==> config.mk <==
export PLATFORM = sky130hd
export DESIGN_NAME = spi_periph_regfile
export DESIGN_NICKNAME = d
export VERILOG_FILES = /design/src/rtl/spi_periph_pkg.sv /design/src/rtl/spi_periph_regfile_sync.sv /design/src/rtl/spi_periph_regfile.sv
export SDC_FILE = /design/constraint.sdc
export NUM_CORES = 1
export LEC_CHECK = 0
export BUFFER_PORTS_ARGS = -buffer_cell sky130_fd_sc_hd__buf_2
export CAP_MARGIN = 20
export CORE_MARGIN = 2
export CORE_UTILIZATION = 25
export CTS_CLUSTER_DIAMETER = 60
export DETAILED_ROUTE_END_ITERATION = 16
export MAX_ROUTING_LAYER = met4
export PLACE_DENSITY = 0.4
export SLEW_MARGIN = 20
export SYNTH_ARGS = -nofsm -noshare
export SYNTH_HDL_FRONTEND = slang
export SYNTH_SLANG_ARGS = --single-unit
==> constraint.sdc <==
create_clock -name clk -period 1.8 [get_ports clk]
set_clock_uncertainty 0.05 [all_clocks]
set_input_delay 0.18 -clock clk [delete_from_list [all_inputs] [get_ports clk]]
set_output_delay 0.18 -clock clk [all_outputs]
set_load 0.02 [all_outputs]
==> src/rtl/spi_periph_pkg.sv <==
// Shared constants and FSM encoding for the SPI peripheral register file.
package spi_periph_pkg;

    localparam int unsigned CMD_W        = 8;
    localparam int unsigned RW_BIT       = 7;
    localparam logic [7:0]  DEF_ID_VALUE = 8'hAA;

    typedef enum logic [1:0] {
        IDLE,
        CMD,
        DATA
    } spi_state_t;

endpackage

==> src/rtl/spi_periph_regfile_sync.sv <==
// Two-flop synchroniser for one asynchronous SPI pin, plus a history flop
// that yields single-cycle rise/fall pulses in the clk domain.
module spi_sync_edge #(
    parameter logic RST_VAL = 1'b0
) (
    input  logic i_clk,
    input  logic i_rst,
    input  logic i_async,
    output logic o_sync,
    output logic o_rise,
    output logic o_fall
);

    logic r_meta;
    logic r_sync;
    logic r_hist;

    // Reset to the pin's idle level so leaving reset never looks like an edge.
    always_ff @(posedge i_clk) begin
        if (i_rst) begin
            r_meta <= RST_VAL;
            r_sync <= RST_VAL;
            r_hist <= RST_VAL;
        end else begin
            r_meta <= i_async;
            r_sync <= r_meta;
            r_hist <= r_sync;
        end
    end

    assign o_sync = r_sync;
    assign o_rise = r_sync & ~r_hist;
    assign o_fall = ~r_sync & r_hist;

endmodule

==> src/rtl/spi_periph_regfile.sv <==
// SPI peripheral with a NUM_REGS x DATA_W register bank, oversampled on clk.
// Optional macro SPI_AUTOINC_EN: address auto-increments after each data word.
module spi_periph_regfile
    import spi_periph_pkg::*;
#(
    parameter int unsigned DATA_W   = 8,
    parameter int unsigned NUM_REGS = 4,
    parameter bit          CPOL     = 1'b0,
    parameter bit          CPHA     = 1'b0,
    parameter logic [6:0]  ID_ADDR  = 7'h0F,
    parameter logic [7:0]  ID_VALUE = DEF_ID_VALUE
) (
    input  logic                                              clk,
    input  logic                                              rst,
    input  logic                                              sclk,
    input  logic                                              ss_n,
    input  logic                                              mosi,
    output logic                                              miso,
    output logic                                              miso_oe,
    output logic [NUM_REGS*DATA_W-1:0]                        regs_o,
    output logic                                              wr_strobe,
    output logic [((NUM_REGS > 1) ? $clog2(NUM_REGS) : 1)-1:0] wr_addr,
    output logic                                              frame_active
);

    localparam int unsigned AW    = (NUM_REGS > 1) ? $clog2(NUM_REGS) : 1;
    localparam int unsigned CNT_W = $clog2(DATA_W);

    logic w_sclk_lvl, w_sclk_rise, w_sclk_fall;
    logic w_ss_lvl, w_ss_rise, w_ss_fall;
    logic w_mosi, w_mosi_rise, w_mosi_fall;
    logic w_unused;

    spi_sync_edge #(.RST_VAL(CPOL)) u_sync_sclk (
        .i_clk(clk), .i_rst(rst), .i_async(sclk),
        .o_sync(w_sclk_lvl), .o_rise(w_sclk_rise), .o_fall(w_sclk_fall)
    );
    spi_sync_edge #(.RST_VAL(1'b1)) u_sync_ss (
        .i_clk(clk), .i_rst(rst), .i_async(ss_n),
        .o_sync(w_ss_lvl), .o_rise(w_ss_rise), .o_fall(w_ss_fall)
    );
    spi_sync_edge #(.RST_VAL(1'b0)) u_sync_mosi (
        .i_clk(clk), .i_rst(rst), .i_async(mosi),
        .o_sync(w_mosi), .o_rise(w_mosi_rise), .o_fall(w_mosi_fall)
    );

    assign w_unused = ^{w_sclk_lvl, w_ss_lvl, w_mosi_rise, w_mosi_fall};

    logic w_lead, w_trail, w_sample, w_shift;

    assign w_lead   = CPOL ? w_sclk_fall : w_sclk_rise;
    assign w_trail  = CPOL ? w_sclk_rise : w_sclk_fall;
    assign w_sample = CPHA ? w_trail : w_lead;
    assign w_shift  = CPHA ? w_lead  : w_trail;

    spi_state_t          r_state, w_state_nxt;
    logic [CNT_W-1:0]    r_bit_cnt;
    logic [CMD_W-2:0]    r_cmd;
    logic [DATA_W-1:0]   r_rx;
    logic [DATA_W-1:0]   r_tx;
    logic [6:0]          r_addr;
    logic                r_rw;
    logic                r_load;
    logic                r_word_pend;
    logic                r_first;
    logic                r_miso;
    logic                r_wr_strobe;
    logic [AW-1:0]       r_wr_addr;
    logic [DATA_W-1:0]   r_regs [NUM_REGS];

    logic                w_last_bit, w_cmd_done, w_word_done, w_rd_data, w_tx_shift;
    logic                w_addr_ok;
    logic [AW-1:0]       w_idx;
    logic [CMD_W-1:0]    w_cmd_next;
    logic [6:0]          w_addr_nxt;
    logic [DATA_W-1:0]   w_load_val;

    assign w_last_bit  = (r_state == CMD) ? (r_bit_cnt == CNT_W'(CMD_W - 1))
                                          : (r_bit_cnt == CNT_W'(DATA_W - 1));
    // A word completing in the same cycle as ss_n rising counts as aborted.
    assign w_cmd_done  = (r_state == CMD)  && w_sample && w_last_bit && !w_ss_rise;
    assign w_word_done = (r_state == DATA) && w_sample && w_last_bit && !w_ss_rise;
    assign w_cmd_next  = {r_cmd, w_mosi};
    assign w_rd_data   = (r_state == DATA) && r_rw;
    assign w_tx_shift  = w_shift && w_rd_data;
    assign w_addr_ok   = (32'(r_addr) < NUM_REGS);
    assign w_idx       = r_addr[AW-1:0];

    always_comb begin
        w_load_val = '0;
        if (w_addr_ok) begin
            w_load_val = r_regs[w_idx];
        end else if (r_addr == ID_ADDR) begin
            w_load_val = DATA_W'(ID_VALUE);
        end
    end

    always_comb begin
        w_addr_nxt = r_addr;
`ifdef SPI_AUTOINC_EN
        if (r_addr == ID_ADDR) begin
            w_addr_nxt = r_addr;
        end else if (32'(r_addr) == NUM_REGS - 1) begin
            w_addr_nxt = '0;
        end else begin
            w_addr_nxt = r_addr + 7'd1;
        end
`endif
    end

    always_ff @(posedge clk) begin
        if (rst) begin
            r_state <= IDLE;
        end else begin
            r_state <= w_state_nxt;
        end
    end

    always_comb begin
        w_state_nxt = r_state;
        unique case (r_state)
            IDLE:    if (w_ss_fall) w_state_nxt = CMD;
            CMD:     if (w_sample && w_last_bit) w_state_nxt = DATA;
            DATA:    w_state_nxt = DATA;
            default: w_state_nxt = IDLE;
        endcase
        if (w_ss_rise) begin
            w_state_nxt = IDLE;
        end
    end

    always_ff @(posedge clk) begin
        if (rst) begin
            r_bit_cnt   <= '0;
            r_cmd       <= '0;
            r_rx        <= '0;
            r_tx        <= '0;
            r_addr      <= '0;
            r_rw        <= 1'b0;
            r_load      <= 1'b0;
            r_word_pend <= 1'b0;
            r_first     <= 1'b0;
            r_miso      <= 1'b0;
            r_wr_strobe <= 1'b0;
            r_wr_addr   <= '0;
            for (int unsigned k = 0; k < NUM_REGS; k++) begin
                r_regs[k] <= '0;
            end
        end else begin
            r_wr_strobe <= 1'b0;
            r_load      <= 1'b0;
            r_word_pend <= w_word_done;

            if (r_state == IDLE || w_ss_rise) begin
                r_bit_cnt <= '0;
            end else if (w_sample) begin
                r_bit_cnt <= w_last_bit ? '0 : r_bit_cnt + 1'b1;
                if (r_state == CMD) begin
                    r_cmd <= w_cmd_next[CMD_W-2:0];
                end else begin
                    r_rx <= {r_rx[DATA_W-2:0], w_mosi};
                end
            end

            if (w_cmd_done) begin
                r_rw   <= w_cmd_next[RW_BIT];
                r_addr <= w_cmd_next[RW_BIT-1:0];
                r_load <= w_cmd_next[RW_BIT];
            end

            // Commit runs one cycle after the word's last sample edge; a read
            // reloads TX one cycle later still, from the already-advanced address.
            if (r_word_pend) begin
                if (!r_rw && w_addr_ok) begin
                    r_regs[w_idx] <= r_rx;
                    r_wr_strobe   <= 1'b1;
                    r_wr_addr     <= w_idx;
                end
                r_addr <= w_addr_nxt;
                r_load <= r_rw;
            end

            if (r_load) begin
                r_tx    <= w_load_val;
                r_first <= 1'b1;
            end else if (w_tx_shift) begin
                if (CPHA) begin
                    r_miso <= r_tx[DATA_W-1];
                    r_tx   <= r_tx << 1;
                end else if (r_first) begin
                    r_first <= 1'b0;
                end else begin
                    r_tx <= r_tx << 1;
                end
            end

            if (!w_rd_data) begin
                r_miso <= 1'b0;
            end
        end
    end

    always_comb begin
        regs_o = '0;
        for (int unsigned k = 0; k < NUM_REGS; k++) begin
            regs_o[k*DATA_W +: DATA_W] = r_regs[k];
        end
    end

    assign miso         = CPHA ? r_miso : (w_rd_data && !r_load && r_tx[DATA_W-1]);
    assign frame_active = (r_state != IDLE);
    assign miso_oe      = frame_active;
    assign wr_strobe    = r_wr_strobe;
    assign wr_addr      = r_wr_addr;

endmodule

# After elaboration in Yosys (flattened, before gate mapping)

Memories as Yosys holds them, arrays and structs flattened. A register that Yosys moved wholly into a read port is not among the register bits.
Cells that the tools add are included.

Register bits after elaboration: 50
Latch bits: 0
Memory bits (writable): 32
ROM bits: 0
Input port bits: 5
Output and inout port bits: 38
Logic and storage cells: 93
Memories kept: 1

Memory list:

| memory | words | bits a word | rd ports | clocked after memory_dff | wr ports | RTL line                 | RTL |
|---|---|---|---|---|---|---|---|
| r_regs | 4     | 8           | 5        | 1                        | 4        | spi_periph_regfile.sv:69 | `logic [DATA_W-1:0] r_regs [NUM_REGS];` |

$add $sub $neg: 1
$mul: 0
Div/mod/pow operators: 0
$lt $le $gt $ge: 1
Equal/unequal tests: 7
Shift operators: 0
Muxes and demuxes: 24
Bitwise gates (word level): 11
Reductions and logical operators: 28

Operators with widths:

| operator            | count |
|---|---|
| $mux 8              | 6 |
| $logic_and 1x1->1   | 12 |
| $mux 1              | 11 |
| $mux 2              | 5 |
| $reduce_and 2->1    | 4 |
| $reduce_or 8->1     | 1 |
| $eq 7x4->1 const B  | 1 |
| $lt 7x3->1 const B  | 1 |
| $not 1->1           | 7 |
| $pmux 2 s3          | 1 |
| $reduce_and 3->1    | 2 |
| $and 1x1->1         | 4 |
| $ne 2x1->1 const B  | 2 |
| $reduce_bool 2->1   | 2 |
| $reduce_or 2->1     | 2 |
| $add 3x1->3 const B | 1 |
| $eq 3x3->1 const B  | 1 |
| $logic_not 1->1     | 3 |
| $mux 3              | 1 |
| $eq 2x1->1 const B  | 1 |
| $eq 2x2->1 const B  | 1 |
| $logic_not 2->1     | 1 |
| $ne 2x2->1 const B  | 1 |
| $logic_or 1x1->1    | 1 |

# Depth between registers and ports, before layout

Gate-level depths: netlist (run 1).

Word-level depth: 8
Mapped depth: 7
Gate-level depth less buffers: 6

# Modules after synthesis

Synthesis (run 1) repeated with hierarchy kept, for this count alone.

Cell total of the unflattened synthesis: 332
Area total of the unflattened synthesis: 3603.5 µm²

Modules (own cells, without submodules):

| module                           | instances | cells an instance | area an instance (µm²) | sequential area each (µm²) |
|---|---|---|---|---|
| spi_periph_regfile               | 1         | 308               | 3328.2                 | 1841.8 |
| spi_sync_edge at u_sync_mosi ... | 2         | 8                 | 91.3                   | 60.1 |
| spi_sync_edge at u_sync_ss       | 1         | 8                 | 92.6                   | 60.1 |

# Least setup slack after synthesis (run 1)

No wires, ideal clock.

Kind: register to register
Start: reg r_addr[4]
End: mem r_regs[1][0] (enable)
Setup time: 0.329 ns
Data arrival time: 1.444 ns
Data required time: 1.421 ns
Slack: -0.024 ns
Cell stages (with the launch flop): 5
Buffers on the path: 0
Period minus slack after synthesis: 1.824 ns
Path through: dfxtp_1 > nor3_2 > nand4b_4 > nor4b_4 > or2_1

RTL lines:

| what                     | RTL line                  | RTL |
|---|---|---|
| start: declaration       | spi_periph_regfile.sv:61  | `logic [6:0] r_addr;` |
| start signal: assignment | spi_periph_regfile.sv:167 | `r_addr <= w_cmd_next[RW_BIT-1:0];` |
| start signal: assignment | spi_periph_regfile.sv:179 | `r_addr <= w_addr_nxt;` |
| end: declaration         | spi_periph_regfile.sv:69  |  |

==> impl_metrics.ini, run 1 <==
[worst_setup_path]
critical_path.max_stage_delay_ns = 0.33
critical_path.startpoint_type = flip-flop
setup.worst_path.start = r_addr[4]
r2r-start = r_addr[4]
path_cells = nor3_4 > nand4b_4 > nor4b_4 > or2_4
cpMaxStageDelayCell = dfxtp_1
critical_path_required_ns = 1.79
crit_arrival_ns = 1.66
critical_path_class = flip-flop to flip-flop
critical_path.top_delay_family = simple AND/OR/NAND/NOR gates
cp-end-kind = flip-flop
critical_path.n_buffers_inverters = 0
worst-r2r-setup-slack_ns = 0.13
critical_path.max_fanout = 8

[min_path]
hold_path.class = input pin to flip-flop
worstHoldStart = sclk

[clock_network]
cts_tree = built
cts.sink_count = 84
worst_setup_hold_path_clk_slew_ns = 0.06
clk-insertion-delay-late_ns = 0.33
clk_path_buf_depth = 2
cts_buffers = 9
cts-htree-levels = 3
cts_root_buffer = clkbuf_16

[grt]
grt_pass1_vias = 2276
grt_pass1_wl_um = 13200
globalRouteOverflowTotal = 0
total_global_routing_track_utilization = 0.124
pin_count_of_the_biggest_net_entering_global_routing = 20
grt_antenna_before_repair = 0

[finish]
design.final.nets = 356
diodes = 0
leading_cell_types_in_the_layout_fill_and_taps_excluded = dfxtp_1 (51), buf_2 (42), nor2_1 (37)
syn_to_final_growth_pct = 25.8
layout.cell_area.non_filler_um2 = 4410
drive_gt1_frac = 0.286
final_common_cell = dfxtp_1

[yosys]
netlist_area_before_placement_um2 = 3510
synth_async_sr_flop_share = 0
post_synth_inst_count = 284
postSynthRegisterBits = 84
synth_sequential_area_ratio = 0.571
post_synth_main_area_contributors = dfxtp_1 (30%), edfxtp_1 (27%), mux2i_1 (8.0%)
synthDistinctLibCells = 43
synth.largest_area_cell = dfxtp_1
synthesis.area_per_instance_um2 = 12.3
synthFlopType = dfxtp_1
synth_edf_count = 32
synth_top_area_share = 0.297
synth_warnings = 0
postSynthNetCount = 294

[drt]
routed_wl_um = 8370
drtAntennaViolNets = 0
viasPerCell = 4.29
drt-initial-drc-count = 129
vias = 2274
drc = 0
avgRoutedWirePerCell_um = 15.8
firstDrtPassIters = 4

[run]
cap_violations = 0

[sta]
headroom_to_the_max_slew_limit = 0.726
worstMarginPinSlew_ns = 0.411
max_freq_ghz = 0.597
report.final.slew_viol_count = 0
fin_crit_sh = 0.930
finalSetupViolations = 0
layout_min_cycle_time_ns = 1.67
rsz0062_at_grt = false
final.setup.tns_ns = 0
finalWorstSetupSlack_ns = 0.126
timing_hold_violations_final = 0

[die]
core-area_um2 = 13800
die_height_um = 122
floorplan.io_pins = 43
start_util = 0.255
die_area_um2 = 15000
die-width_um = 122
rows = 43

[placement]
gpl.final_weighted_congestion = 0.781
preCtsSetupSlack_ns = 0.0696
placed_area_um2 = 4070
port-buffer-count = 42
hpwl_um = 6150

[power]
leakage_nw = 1.67
vdd.ir_drop.worst_uv = 355
power_density_nw_per_um2 = 903

[run_status]
outcome = complete, no violations
where the power goes:
group	internal [mW]	switching, mW
clock network	1.04	0.698
logic	0.0749	0.129
registers	2.01	0.0306
total	3.12	0.857
worst paths after layout:
| check | endpoint | depth (start not counted) |
|---|---|---|
| hold / removal | u_sync_sclk.r_meta | 2 |
| hold reg to reg | u_sync_ss.o_sync | 1 |
| setup / recovery | r_regs[2][1] | 4 |
| setup reg to reg | r_regs[2][1] | 4 |
repair_timing:
| action | in CTS | in global routing |
|---|---|---|
| hold endpoints to repair | 2 | 0 |
| hold buffers | 2 | 0 |
| gates resized for setup | 0 | 6 |
| setup endpoints to repair | 0 | 36 |
| buffers inserted | 0 | 1 |
cell usage after synthesis, types with 2 or more instances:
| master | n |
|---|---|
| inv_1 | 4 |
| a211oi_1 | 7 |
| buf_2 | 4 |
| and2_1 | 32 |
| ha_1 | 5 |
| and2b_1 | 2 |
| clkbuf_1 | 5 |
| nor2_1 | 37 |
| edfxtp_1 | 32 |
| nand2_1 | 3 |
| or2_1 | 6 |
| nor4b_4 | 2 |
| buf_1 | 2 |
| a2bb2oi_1 | 2 |
| mux4_2 | 8 |
| mux2i_1 | 28 |
| nand2b_1 | 2 |
| buf_4 | 2 |
| a21oi_1 | 10 |
| nor4_4 | 2 |
| dfxtp_1 | 52 |
| nor3_1 | 5 |
| o21bai_1 | 2 |
| nor2b_1 | 11 |
kinds of logic after synthesis:
kind of cell / share of synthesized area
and+or+nand+nor: 0.209
AOI/OAI and AO/OA: 0.0475
adders and majority gates: 0.0178
buffers and inverters: 0.0228
muxes: 0.131
DFF: 0.571
state kept, by name, indices dropped and copies added (netlist names), named ones only:
register	count
r_regs	32
r_rx	8
r_tx	8
r_addr	7
r_cmd	7
r_bit_cnt	3
r_state	2
wr_addr	2
r_first	1
r_load	1
r_rw	1
r_word_pend	1
u_sync_mosi.o_sync	1
u_sync_mosi.r_meta	1
u_sync_sclk.o_sync	1
u_sync_sclk.r_hist	1
u_sync_sclk.r_meta	1
u_sync_ss.o_sync	1
u_sync_ss.r_hist	1
u_sync_ss.r_meta	1
wr_strobe	1
layout make-up:
type	count	area [µm²]
clock buffer	13	270
clock inverter	2	10.0
fill	1438	9360
inverter	5	18.8
multi-input combinational	182	1470
sequential	84	2000
tap	180	225
timing repair buffer	64	418
worst register-to-register path, stage by stage (launching register included):
cell and delay (ns):
dfxtp_1 0.33, nor3_4 0.25, nand4b_4 0.23, nor4b_4 0.29
or2_4 0.23
per-layer routing:
| layer | wire length, µm | share of wire | global-route usage |
|---|---|---|---|
| met5 | 0 | 0 | - |
| met4 | 123 | 0.015 | 0.0453 |
| met3 | 241 | 0.029 | 0.0265 |
| met2 | 3940 | 0.47 | 0.181 |
| met1 | 4060 | 0.49 | 0.170 |
through the flow:
step	total power [mW]	cells	utilization	hold WS (ns)
3_5_place_dp	2.29	512	0.296	0.318
6_report	3.98	530	0.320	0.0127
3_3_place_gp	2.29	512	0.296	0.312
2_1_floorplan	2.20	284	-	0.227
4_1_cts	4.05	529	0.317	0.00232
5_1_grt	4.16	530	0.320	0.0136
Note: power is estimated with default switching activity, not from simulation.
==> run 2: changes to the inputs <==
- ABC_AREA: not set -> 1
==> impl_metrics.ini, run 2 <==
[run_status]
outcome = complete, no violations

[placement]
gpl.final_weighted_congestion = 0.811
placed_area_um2 = 4090
hpwl_um = 6670
port-buffer-count = 42
preCtsSetupSlack_ns = 0.166

[drt]
drc = 0
avgRoutedWirePerCell_um = 13.3
viasPerCell = 4.25
firstDrtPassIters = 4
drt-initial-drc-count = 234
vias = 2905
drtAntennaViolNets = 0
routed_wl_um = 9080

[clock_network]
cts_root_buffer = clkbuf_16
cts.sink_count = 84
clk-insertion-delay-late_ns = 0.34
clk_path_buf_depth = 2
cts_tree = built
cts-htree-levels = 3
cts_buffers = 9
worst_setup_hold_path_clk_slew_ns = 0.06

[worst_setup_path]
critical_path.max_stage_delay_ns = 0.32
cp-end-kind = output pin
critical_path.n_buffers_inverters = 2
critical_path_class = flip-flop to output pin
r2r_end = r_regs[3][4]
path_cells = inv_1 > ha_1 > nand2_1 > nor3_1 > buf_2
reg2regPathDepth = 6
critical_path.top_delay_family = flip-flops
critical_path_required_ns = 1.57
cpMaxStageDelayCell = dfxtp_1
critical_path.startpoint_type = flip-flop
r2r-start = r_addr[5]
worst-r2r-setup-slack_ns = 0.17
critical_path.max_fanout = 3
crit_arrival_ns = 1.40

[power]
power.combinational.fraction = 0.066
power_frac_clock = 0.446
power_density_nw_per_um2 = 951
vdd.ir_drop.worst_uv = 484
net_switching_power_uw = 933
seq_power_share = 0.488
internal_power_mw = 3.27
power_switching_share = 0.222
leakage_nw = 1.91

[yosys]
synth.largest_area_cell = dfxtp_1
synthDistinctLibCells = 26
synthFlopType = dfxtp_1
synth_top_area_share = 0.288
synth_async_sr_flop_share = 0
netlist_area_before_placement_um2 = 3620
synthesis.area_per_instance_um2 = 8.19
synth_sequential_area_ratio = 0.553
postSynthNetCount = 452
post_synth_inst_count = 442
synth_commonest_cells = nor2_1 (84), nand2_1 (83), inv_1 (63)
postSynthRegisterBits = 84
synth_warnings = 0
post_synth_main_area_contributors = dfxtp_1 (29%), edfxtp_1 (27%), nor2_1 (8.7%)
synth_edf_count = 32
synth_most_common_cell = nor2_1

[grt]
grt_pass1_vias = 2877
pin_count_of_the_biggest_net_entering_global_routing = 26
grt_antenna_before_repair = 0
total_global_routing_track_utilization = 0.127
grt_pass1_wl_um = 14900
globalRouteOverflowTotal = 0

[finish]
layout.core_utilization = 0.316
design.final.nets = 509
final_common_cell = nor2_1
fillers = 1527
syn_to_final_growth_pct = 22.0
number_of_flip_flops_under_the_largest_register_name = 32
diodes = 0
layout.cell_area.non_filler_um2 = 4420
largest-register = r_regs
drive_gt1_frac = 0.179
leading_cell_types_in_the_layout_fill_and_taps_excluded = nor2_1 (84), nand2_1 (83), inv_1 (63)
largest_registers = r_regs x32, r_rx x8, r_tx x8

[die]
core-area_um2 = 14000
die_area_um2 = 15500
start_util = 0.259
die_height_um = 124
rows = 43
die-width_um = 124
floorplan.io_pins = 43

[sta]
worstMarginPinSlew_ns = 0.323
headroom_to_the_max_slew_limit = 0.785
rsz0062_at_grt = false
report.final.slew_viol_count = 0
finalWorstSetupSlack_ns = 0.166
finalSetupViolations = 0
layout_min_cycle_time_ns = 1.63
timing_hold_violations_final = 0
fin_crit_sh = 0.908
tightest_hold_margin_ns = 0.181
max_freq_ghz = 0.612

[min_path]
hold_path.class = input pin to flip-flop
holdPathStages = 3
worstHoldStart = rst
min_delay_worst_endpoint = r_first

[run]
cap_violations = 0
## run 2: cell count changes after synthesis, moves of 7 or more
cell	change
nor2b_1	-11
nor2_1	+47
and2_1	-32
inv_1	+59
a21oi_1	+9
a211oi_1	-7
nand3_1	+21
mux4_2	-8
mux2i_1	-28
nand2_1	+80
o21ai_0	+39
## run 2: logic make-up (layout without fill, tap and decap cells)
logic type,after synthesis,count (layout),share of synthesized area
DFF,84,84,0.553
AOI/OAI and AO/OA,58,58,0.0802
and+or+nand+nor,214,214,0.258
buffers and inverters,81,143,0.0919
adders and majority gates,5,5,0.0173
## run 2: routing by layer
layer | share of wire | wire, µm | up-vias | track usage
met2 | 0.43 | 3860 | 56 | 0.178
met1 | 0.51 | 4620 | 1327 | 0.172
met4 | 0.025 | 230 | 0 | 0.0595
met3 | 0.039 | 357 | 18 | 0.0288
met5 | 0 | 0 | - | -
li1 | - | - | 1504 | -
## run 2: worst max-delay path by stage
stage | start | to | slack [ns] | cells after the start
2_1_floorplan | r_word_pend | r_regs[0][0] | -0.08 | 5
3_3_place_gp | r_addr[5] | r_regs[0][5] | 0.24 | 6
3_5_place_dp | r_addr[5] | r_regs[3][5] | 0.17 | 6
4_1_cts | r_state[0] | miso | 0.12 | 5
5_1_grt | r_addr[5] | r_regs[3][0] | 0.008 | 6
6_report | r_state[0] | miso | 0.17 | 5
## run 2: power groups by stage
| stage | Clock (mW) | Sequential [mW] | Combinational [mW] |
|---|---|---|---|
| 2_1_floorplan | 0 | 2.13 | 0.146 |
| 3_3_place_gp | 0 | 2.09 | 0.278 |
| 3_5_place_dp | 0 | 2.09 | 0.277 |
| 4_1_cts | 1.94 | 2.05 | 0.282 |
| 5_1_grt | 2.02 | 2.06 | 0.310 |
| 6_report | 1.87 | 2.05 | 0.277 |
## run 2: through the flow
stage,setup TNS (ns),total power [mW],instances
3_3_place_gp,0,2.37,665
3_5_place_dp,0,2.37,665
4_1_cts,0,4.28,684
6_report,0,4.20,684
2_1_floorplan,-1.31,2.27,442
5_1_grt,0,4.39,684
## run 2: area by class of cell
cell class / count / area, µm² / area share
clock buffers: 15 / 269 / 0.0609
flip-flops and latches: 84 / 2000 / 0.453
well taps: 180 / 225 / 0.0510
clock inverters: 1 / 30.0 / 0.00680
multi-input cells: 277 / 1280 / 0.291
inverters: 67 / 253 / 0.0572
repair buffers: 60 / 353 / 0.0799
## run 2: what timing repair did
action / in CTS / in global routing
setup buffers: 0 / 0
hold endpoints to repair: 3 / 0
hold buffers: 3 / 0
resized for setup: 0 / 0
## run 2: worst register-to-register path, cell delays in order, from the launching register on
cell,delay [ns]
dfxtp_1,0.31
nor2_1,0.13
nand3_1,0.17
nor2_4,0.22
inv_1,0.08
o21ai_0,0.18
buf_4,0.21
==> run 3: changes to the inputs <==
- clock period: 1.8 -> 1.4 ns (I/O delays scaled with it)
==> impl_metrics.ini, run 3 (synthesized netlist as in run 2, its figures left out) <==
[run_status]
outcome = finished with violations
failed_checks = negative setup slack

[clock_network]
clk-insertion-delay-late_ns = 0.34
cts_buffers = 9
cts_root_buffer = clkbuf_16
cts_tree = built
worst_setup_hold_path_clk_slew_ns = 0.06
cts.sink_count = 84
clk_path_buf_depth = 2
cts-htree-levels = 3

[die]
die_area_um2 = 15500
floorplan.io_pins = 43
start_util = 0.259
die-width_um = 124
rows = 43
core-area_um2 = 14000
die_height_um = 124

[drt]
vias = 3075
avgRoutedWirePerCell_um = 13.8
drt-initial-drc-count = 245
viasPerCell = 4.28
firstDrtPassIters = 4
routed_wl_um = 9930
drtAntennaViolNets = 0
drc = 0

[sta]
fin_crit_sh = 1.08
max_freq_ghz = 0.659
headroom_to_the_max_slew_limit = 0.769
tightest_hold_margin_ns = 0.128
layout_min_cycle_time_ns = 1.52
rsz0062_at_grt = true
timing_hold_violations_final = 0
final.setup.tns_ns = -2.17
report.final.slew_viol_count = 0
finalSetupViolations = 55
finalWorstSetupSlack_ns = -0.117
worstMarginPinSlew_ns = 0.346

[finish]
fin_cells = 718
number_of_flip_flops_under_the_largest_register_name = 32
largest-register = r_regs
diodes = 0
syn_to_final_growth_pct = 44.1
leading_cell_types_in_the_layout_fill_and_taps_excluded = nand2_1 (77), nor2_1 (68), inv_1 (56)
fillers = 1470
drive_gt1_frac = 0.379
largest_registers = r_regs x32, r_rx x8, r_tx x8
layout.core_utilization = 0.373
final_common_cell = nand2_1
layout.cell_area.non_filler_um2 = 5220
design.final.nets = 543

[min_path]
hold_path.class = input pin to flip-flop

[grt]
total_global_routing_track_utilization = 0.133
grt_pass1_vias = 3021
grt_antenna_before_repair = 0
globalRouteOverflowTotal = 0
pin_count_of_the_biggest_net_entering_global_routing = 24
grt_pass1_wl_um = 15700

[placement]
post-place-cells = 687
placed_area_um2 = 4300
preCtsSetupSlack_ns = -0.158
gpl.final_weighted_congestion = 0.808
port-buffer-count = 42
hpwl_um = 6680

[worst_setup_path]
critical_path.n_buffers_inverters = 3
critical_path_required_ns = 1.21
critical_path.max_fanout = 2
critical_path.top_delay_family = flip-flops
crit_arrival_ns = 1.33
path_cells = inv_2 > ha_4 > nand2_4 > buf_6 > nor3_4 > buf_6
critical_path.max_stage_delay_ns = 0.33
critical_path_class = flip-flop to output pin
critical_path.startpoint_type = flip-flop
cpMaxStageDelayCell = dfxtp_2
cp-end-kind = output pin
timing.critical_path.mode_cell = buf_6

[power]
leakage_nw = 2.20
power_density_nw_per_um2 = 1100
post_layout_power_mw = 5.72
vdd.ir_drop.worst_uv = 621

[run]
cap_violations = 0
==> run 3: cell count changes in the layout (fill, tap and decap cells not counted), sizes merged <==
cell    change
inv         +1
nand3       +1
bufinv      +1
clkinv      +2
nand2       +2
buf        +31
clkbuf      -4
==> run 3: worst paths after layout <==
| path | from | endpoint | slack [ns] | cells past startpoint |
|---|---|---|---|---|
| setup / recovery | r_state[0] | miso | -0.12 | 6 |
| hold / removal | rst | u_sync_mosi.o_sync | 0.13 | 3 |
| setup reg to reg | r_word_pend | r_regs[3][5] | -0.08 | 5 |
| hold reg to reg | u_sync_mosi.r_meta | u_sync_mosi.o_sync | 0.36 | 2 |
==> run 3: final cells by class <==
type | instances | area (µm²) | area share
tap | 180 | 225 | 0.0432
inverter | 67 | 269 | 0.0516
clock buffer | 11 | 243 | 0.0465
clock inverter | 5 | 75.1 | 0.0144
multi-input combinational | 280 | 1710 | 0.327
timing repair buffer | 91 | 683 | 0.131
sequential | 84 | 2010 | 0.386
==> run 3: power by group <==
group | internal, mW | switching [mW] | leakage [nW] | total (mW)
Clock | 1.60 | 0.969 | 0.159 | 2.57
Combinational | 0.195 | 0.307 | 1.30 | 0.502
Sequential | 2.60 | 0.0456 | 0.741 | 2.65
Total | 4.40 | 1.32 | 2.20 | 5.72
==> run 3: repair_timing <==
action | 4_1_cts | 5_1_grt
gates cloned | 2 | 2
resized for setup | 66 | 87
pin swaps | 22 | 25
setup endpoints to repair | 77 | 103
buffers inserted | 5 | 4
hold endpoints to repair | 3 | 0
hold buffers | 3 | 0
==> run 3: routing by layer <==
layer,global-route usage,vias up,routed length (µm)
met5,-,-,0
met1,0.168,1445,4600
met2,0.209,40,4820
met4,0.0615,0,221
li1,-,1576,-
met3,0.0206,14,287
==> run 3: tightest hold or removal path: stages <==
cell and delay, ns:
buf_2 0.09, buf_4 0.19, nor2_1 0.06
